### src/rtl/fifo_pkg.sv
// Shared defaults, read-side state type and helpers for the dual-port RAM FIFO controller.
package fifo_pkg;

    localparam int unsigned DATA_WIDTH_DEF    = 8;
    localparam int unsigned ADDRESS_WIDTH_DEF = 8;
    localparam int unsigned DEPTH             = 2 ** ADDRESS_WIDTH_DEF;

    typedef enum logic {
        ST_IDLE    = 1'b0,
        ST_RD_WAIT = 1'b1
    } rd_state_e;

    function automatic int unsigned clog2(input int unsigned value);
        int unsigned res;
        res = 0;
        while ((2 ** res) < value) begin
            res = res + 1;
        end
        return res;
    endfunction

endpackage

### src/rtl/fifo_ptr.sv
// Wrap-around RAM address pointer; advances by one on inc, wrapping modulo 2**WIDTH.
module fifo_ptr #(
    parameter int unsigned WIDTH = fifo_pkg::ADDRESS_WIDTH_DEF
) (
    input  logic             clk,
    input  logic             rst,
    input  logic             inc,
    output logic [WIDTH-1:0] ptr
);

    logic [WIDTH-1:0] ptr_q;
    logic [WIDTH-1:0] ptr_d;

    always_comb begin
        ptr_d = ptr_q;
        if (inc) begin
            ptr_d = ptr_q + WIDTH'(1);
        end
    end

    always_ff @(posedge clk) begin
        if (rst) begin
            ptr_q <= '0;
        end else begin
            ptr_q <= ptr_d;
        end
    end

    assign ptr = ptr_q;

endmodule

### src/rtl/dpram_fifo_ctrl.sv
// Single-clock FIFO controller driving a dual-port synchronous RAM:
// port 0 writes, port 1 reads with one cycle of read latency.
module dpram_fifo_ctrl
    import fifo_pkg::*;
#(
    parameter int unsigned DATA_WIDTH      = DATA_WIDTH_DEF,
    parameter int unsigned ADDRESS_WIDTH   = ADDRESS_WIDTH_DEF,
    parameter int unsigned ALMOST_FULL_LVL = 240
) (
    input  logic                     clk,
    input  logic                     rst,
    input  logic                     push,
    input  logic [DATA_WIDTH-1:0]    push_data,
    input  logic                     pop,
    output logic [DATA_WIDTH-1:0]    pop_data,
    output logic                     pop_valid,
    output logic                     full,
    output logic                     empty,
    output logic                     almost_full,
    output logic [ADDRESS_WIDTH:0]   count,
    output logic                     overflow,
    output logic                     underflow,
    output logic                     ram_cs_0,
    output logic                     ram_we_0,
    output logic                     ram_oe_0,
    output logic [ADDRESS_WIDTH-1:0] ram_address_0,
    output logic [DATA_WIDTH-1:0]    ram_din_0,
    output logic                     ram_cs_1,
    output logic                     ram_we_1,
    output logic                     ram_oe_1,
    output logic [ADDRESS_WIDTH-1:0] ram_address_1,
    output logic [DATA_WIDTH-1:0]    ram_din_1,
    input  logic [DATA_WIDTH-1:0]    ram_dout_1
);

    localparam logic [ADDRESS_WIDTH:0] AF_LVL = (ADDRESS_WIDTH + 1)'(ALMOST_FULL_LVL);

    logic [ADDRESS_WIDTH:0] count_q, count_d;
    rd_state_e              state_q, state_d;
    logic                   overflow_q, overflow_d;
    logic                   underflow_q, underflow_d;
    logic                   push_acc, pop_acc;
    logic [ADDRESS_WIDTH-1:0] wr_ptr, rd_ptr;

    // count never exceeds DEPTH, so its MSB alone marks the full state.
    assign full        = count_q[ADDRESS_WIDTH];
    assign empty       = (count_q == '0);
    assign almost_full = (count_q >= AF_LVL);

    assign push_acc = push & ~full;
    assign pop_acc  = pop & ~empty;

    always_comb begin
        count_d     = count_q;
        state_d     = pop_acc ? ST_RD_WAIT : ST_IDLE;
        overflow_d  = overflow_q | (push & full);
        underflow_d = underflow_q | (pop & empty);
        case ({push_acc, pop_acc})
            2'b10:   count_d = count_q + (ADDRESS_WIDTH + 1)'(1);
            2'b01:   count_d = count_q - (ADDRESS_WIDTH + 1)'(1);
            default: count_d = count_q;
        endcase
    end

    always_ff @(posedge clk) begin
        if (rst) begin
            count_q     <= '0;
            state_q     <= ST_IDLE;
            overflow_q  <= 1'b0;
            underflow_q <= 1'b0;
        end else begin
            count_q     <= count_d;
            state_q     <= state_d;
            overflow_q  <= overflow_d;
            underflow_q <= underflow_d;
        end
    end

    fifo_ptr #(.WIDTH(ADDRESS_WIDTH)) u_wr_ptr (
        .clk (clk),
        .rst (rst),
        .inc (push_acc),
        .ptr (wr_ptr)
    );

    fifo_ptr #(.WIDTH(ADDRESS_WIDTH)) u_rd_ptr (
        .clk (clk),
        .rst (rst),
        .inc (pop_acc),
        .ptr (rd_ptr)
    );

    assign ram_cs_0      = push_acc;
    assign ram_we_0      = push_acc;
    assign ram_oe_0      = 1'b0;
    assign ram_address_0 = wr_ptr;
    assign ram_din_0     = push_data;

    assign ram_cs_1      = pop_acc;
    assign ram_we_1      = 1'b0;
    assign ram_oe_1      = pop_acc;
    assign ram_address_1 = rd_ptr;
    assign ram_din_1     = '0;

    assign pop_valid = (state_q == ST_RD_WAIT);
    assign pop_data  = ram_dout_1;
    assign count     = count_q;
    assign overflow  = overflow_q;
    assign underflow = underflow_q;

endmodule

### config.mk
export PLATFORM = sky130hd
export DESIGN_NAME = dpram_fifo_ctrl
export DESIGN_NICKNAME = d
export VERILOG_FILES = /design/src/rtl/fifo_pkg.sv /design/src/rtl/fifo_ptr.sv /design/src/rtl/dpram_fifo_ctrl.sv
export SDC_FILE = /design/constraint.sdc
export NUM_CORES = 1
export LEC_CHECK = 0
export ABC_AREA = 1
export CAP_MARGIN = 20
export CORE_ASPECT_RATIO = 0.5
export CORE_MARGIN = 3
export CORE_UTILIZATION = 43
export CTS_CLUSTER_SIZE = 20
export DETAILED_ROUTE_END_ITERATION = 7
export PLACE_DENSITY = 0.81
export RECOVER_POWER = 25
export SLEW_MARGIN = 20
export SYNTH_ARGS = -nofsm -noshare
export SYNTH_HDL_FRONTEND = slang
export SYNTH_SLANG_ARGS = --single-unit
### constraint.sdc
create_clock -name clk -period 2.8 [get_ports clk]
set_input_delay 0.42 -clock clk [delete_from_list [all_inputs] [get_ports clk]]
set_output_delay 0.42 -clock clk [all_outputs]
set_load 0.005 [all_outputs]
After elaboration in Yosys (flattened, before gate mapping) --
Index checks and enable logic that the tools add are counted. Widths: inputs -> output; s select.
Cells by class: $add $sub $neg 4, order comparisons 1, equality and inequality tests 2, muxes and demuxes 2, bitwise logic cells 8, reduce and logical (&&, ||, !) cells 2
Operators by type and width (count):
- $pmux 9 s2 | 1
- $add 8x1->8 const B | 2
- $add 9x1->9 const B | 1
- $ge 9x8->1 const B | 1
- $logic_not 9->1 | 1
- $sub 9x1->9 const B | 1
- $and 1x1->1 | 4
- $eq 2x1->1 const B | 1
- $eq 2x2->1 const B | 1
- $not 1->1 | 2
- $or 1x1->1 | 2
- $reduce_bool 2->1 | 1
- $mux 1 | 1
Storage, ports and cells: register bits 28, word-level logic and storage cells 25

Depth between registers and ports, before layout --
depth in word-level cells 5, depth in mapped cells 14, gate-level depth less buffers 14

By module --
A second synthesis with hierarchy kept.
Second synthesis, totals: cells, all modules 265, area total of the unflattened synthesis 1844.3 um^2
Modules (own cells, without submodules):
- dpram_fifo_ctrl | times used 1, cells an instance 169, area each 1121.1 um^2
- fifo_ptr | times used 2, cells an instance 48, area each 361.6 um^2

Worst setup path before layout --
OpenSTA, ideal clock, no wires.
path kind flip-flop to flip-flop, from register count_q[8], in the netlist count[8], to register count_q[7], in the netlist count[7], arrival time 2.182 ns, data required time 2.691 ns, slack 0.509 ns, cell stages (with the launch flop) 14, clock period less this slack 2.291 ns, cell sequence dfxtp_1 > nor2_1 > nand3_2 > nor2_4 > nor2_4 > ha_1 > ha_1 > or2_2 > nand3_1 > nand2_1 > nand2_1 > nand3_1 > nand2_1 > inv_1
On the way: longest elaborated chain between the ends 5
Ends and longest elaborated chain:
- start, declared | RTL line dpram_fifo_ctrl.sv:38 | logic [ADDRESS_WIDTH:0] count_q, count_d;
- start signal, assigned | RTL line dpram_fifo_ctrl.sv:72 | count_q <= count_d;
- $logic_not 9->1 * | RTL line dpram_fifo_ctrl.sv:47 | assign empty = (count_q == '0);
- via empty | RTL line dpram_fifo_ctrl.sv:18 | output logic empty,
- $not 1->1 * | RTL line dpram_fifo_ctrl.sv:51 | assign pop_acc = pop & ~empty;
- $and 1x1->1 * | RTL line dpram_fifo_ctrl.sv:51
- via ram_cs_1 | RTL line dpram_fifo_ctrl.sv:28 | output logic ram_cs_1,
- $eq 2x1->1 or $eq 2x2->1 (tied branches) | RTL line dpram_fifo_ctrl.sv:58 | case ({push_acc, pop_acc})
- $pmux 9 s2 or $reduce_bool 2->1 (tied branches)
Mark *: on every way through the listed nets, which the timed path passes. The rest lies on a longest branch. A chain may end at the register's enable or synchronous reset.

Worst setup path in the final report --
from input port push, to register count_q[6], in the netlist count[6]
On the way: longest elaborated chain between the ends 3
Ends and longest elaborated chain:
- start, declared | RTL line dpram_fifo_ctrl.sv:12 | input logic push,
- $and 1x1->1 * | RTL line dpram_fifo_ctrl.sv:50 | assign push_acc = push & ~full;
- $eq 2x1->1 or $eq 2x2->1 (tied branches) | RTL line dpram_fifo_ctrl.sv:58
- $pmux 9 s2 or $reduce_bool 2->1 (tied branches)
Every way passes the cells marked *; elsewhere a longest branch is shown, timed or not.

==> summary.txt <==
XOR/XNOR Fraction of Synth Area = 3.65%
Total core area = 4080 um2
H-tree levels = 1
Pwr dens = 798 nW/um2
Final hold vios = 0
Commonest cells post-synth = nand2_1, inv_1, buf_4, nor2_1, dfxtp_1
Clock sinks = 28
Drt via density = 4.80
Distinct cells, synth = 32
Hold buffer count at cts = 0
Synth Cell Area = 1920 um2
Data required time of the critical path = 2980 ps
Net load switching power = 0.000711 W
Worst EP arrival = 2690 ps
CTS tree = yes
TNS Setup = 0 ps
Pin count of the biggest net entering global routing = 17
Area Growth Syn to Fin = 17.9%
Simple-Gate Fraction of Synth Area = 31.7%
Flop pwr share = 31.8%
Drt pass-1 iters = 4
Fin crit period = 2510 ps
Longest Clk Path Bufs = 2
Primary FF master, synth = dfxtp_1
Mux share of post-synthesis cell area = 0%
Yosys warnings = 0
Synth Register Bits = 28
Final GP Congestion = 0.867
Total power = 0.00181 W
Die ar. = 5350 um2
Synth top area share = 29.2%
DRT iter0 DRCs = 49
Port Buf Inserts = 38
WHS Endpoint = overflow
Number of synthesized flops with an enable pin = 0
VDD IR max = 0.000349 V
Cts bufs inserted = 3
Post-synthesis compound-gate area fraction = 7.95%
Setup Viol. Count Final = 0
# IOs = 81
Die W = 101 um
Filler-free cell count of the finished design = 352
Internal Power = 0.00110 W
Vias in the first global route = 1545
Fmax = 399 MHz
Sw Share = 39.3%
Clock share of power = 17.5%
RR Endpoint = count[6]
Cells after Synth = 276
Slew Viols, Final = 0
All-Layer GR Usage = 15.5%
Count leader, synth = nand2_1
R2R cell count = 13
DR DRC count = 0
Worst Hold Launch = overflow
Fin Clk Skew = 3.21 ps
Total Routed Length = 4020 um
Crit. End Element = flop
Crit path launch type = primary input
Global-route wire length before repair = 6770 um
Gate power share = 50.7%
RSZ-0062 raised after global routing = false
Register area share after synthesis = 29.2%
Worst skew pair latency = 270 ps
CP max FO = 9
Max-Cap Viols = 0
Initial Utilization = 47.0%
WHS Path Cells = 2
Post_cts resized = 0
Crit Path Class = primary input to flop
Fin crit share = 89.5%
Placed insts = 348
Post-CTS Setup Bufs = 0
Dominant cell type by area after synthesis = dfxtp_1
P_leak = 1.09 nW
Initial antenna violation count = 0
Ant. Diodes = 0
Status = completed
Cell Rows = 16
R2R Path Start = count[4]
Number of routed nets with antenna violations = 0
Via count = 1691
Final nets = 330
R2R setup slack = 320 ps
Share of layout cells above drive strength 1 = 6.71%
Largest family of logic cells by synthesized area = simple AND/OR/NAND/NOR gates
GRT overflow = 0
Mean post-synth cell area = 6.96 um2
Hold Crit Class = flop to flop
DR WL/cell = 11.4 um
Die Y-Extent = 53.3 um
Largest cells by area after synthesis = dfxtp_1, nand2_1, buf_4, inv_1, ha_1
Clk pin slew, worst setup/hold paths = 100 ps
Asr flop ratio synth = 0%
Post-detail-place hpwl = 3120 um
Adder-cell share of the synthesized area = 7.56%
Root Buffer = clkbuf_8
Place WS = 105 ps
Worst setup slack after layout = 294 ps
final cells by class:
cell class	instances	area, um2
clock buffer	3	41.3
timing repair buffer	41	403
fill	374	1820
multi-input combinational	186	1010
tap	54	67.6
inverter	39	149
sequential	28	561
clock inverter	1	30.0
layout by cell type (no fill, tap or decap):
| master | Yosys | layout |
|---|---|---|
| nand2_1 | 66 | 66 |
| inv_1 | 36 | 36 |
| clkdlybuf4s50_1 | 0 | 36 |
| nor2_1 | 29 | 29 |
| dfxtp_1 | 28 | 28 |
| a21oi_1 | 16 | 16 |
| nand3_1 | 15 | 15 |
| ha_1 | 10 | 10 |
| conb_1 | 1 | 10 |
| xor2_1 | 7 | 7 |
| o21ai_0 | 6 | 6 |
| nand3b_1 | 5 | 5 |
| nor2_4 | 3 | 3 |
| nand4_1 | 3 | 3 |
| clkbuf_8 | 0 | 3 |
| buf_4 | 29 | 3 |
| nand3_2 | 2 | 2 |
| or2_2 | 2 | 2 |
| o211ai_1 | 2 | 2 |
| dlygate4sd3_1 | 0 | 2 |
| inv_2 | 1 | 1 |
| nand2_4 | 1 | 1 |
| inv_4 | 1 | 1 |
| o21ai_4 | 1 | 1 |
| o21ai_1 | 1 | 1 |
| clkinv_1 | 1 | 1 |
| nor3_2 | 1 | 1 |
| a31oi_1 | 1 | 1 |
| xnor2_1 | 1 | 1 |
| nand3b_4 | 1 | 1 |
| nor3b_1 | 1 | 1 |
| nor3_1 | 1 | 1 |
| fa_1 | 1 | 1 |
| bufinv_16 | 0 | 1 |
flip-flops by register name, indices dropped and copies added, names as in the netlist:
| name | count |
|---|---|
| underflow | 1 |
| u_wr_ptr.ptr | 8 |
| count | 9 |
| pop_valid | 1 |
| u_rd_ptr.ptr | 8 |
| overflow | 1 |
critical path, cell delays in order:
cell	delay (ps)
dlygate4sd3_1	590
nand2_4	140
ha_1	410
ha_1	350
or2_2	330
nand3b_1	130
nand2_1	80
nand2_1	60
nand3_1	80
nand2_1	70
inv_1	30
metal layers:
layer,vias to the layer above,wire length (um),global-route usage [%]
met2,47,2100,30.8
met5,-,0,0
met4,0,63,4.25
met3,10,194,2.76
met1,766,1660,17.2
li1,868,-,-
cells by family (layout without fill, tap and decap cells):
family / count (synthesis) / after routing
buffers and inverters: 71 / 84
adders and majority gates: 11 / 11
other: 1 / 10
xor gates and xnor gates: 8 / 8
and+or+nand+nor: 130 / 130
DFF: 28 / 28
AOI/OAI and AO/OA: 27 / 27
metrics by stage:
stage / hold slack [ps] / util, % / area (um2)
after global routing: 491 / 55.5 / 2260
after floorplan: 447 / - / 1950
after CTS: 481 / 55.5 / 2260
final: 480 / 55.5 / 2260
after global placement: 442 / 53.7 / 2190
after detailed placement: 464 / 53.7 / 2190
worst max path at each step:
| stage | from | cells past startpoint | slack (ps) | end |
|---|---|---|---|---|
| 2_1_floorplan | count[8] | 13 | 510 | count[7] |
| 3_3_place_gp | pop | 12 | 210 | count[7] |
| 5_1_grt | count[4] | 13 | 170 | count[6] |
| 3_5_place_dp | pop | 12 | 100 | count[6] |
| 6_report | push | 11 | 290 | count[6] |
| 4_1_cts | count[4] | 13 | 340 | count[6] |
power groups by stage:
stage | Clock [W] | Sequential [W] | Combinational, W
2_1_floorplan | 0 | 0.000570 | 0.000611
3_3_place_gp | 0 | 0.000578 | 0.000882
3_5_place_dp | 0 | 0.000582 | 0.000910
4_1_cts | 0.000323 | 0.000574 | 0.000921
5_1_grt | 0.000335 | 0.000587 | 0.00103
6_report | 0.000317 | 0.000574 | 0.000917
Note: power is estimated with default switching activity, not from simulation.
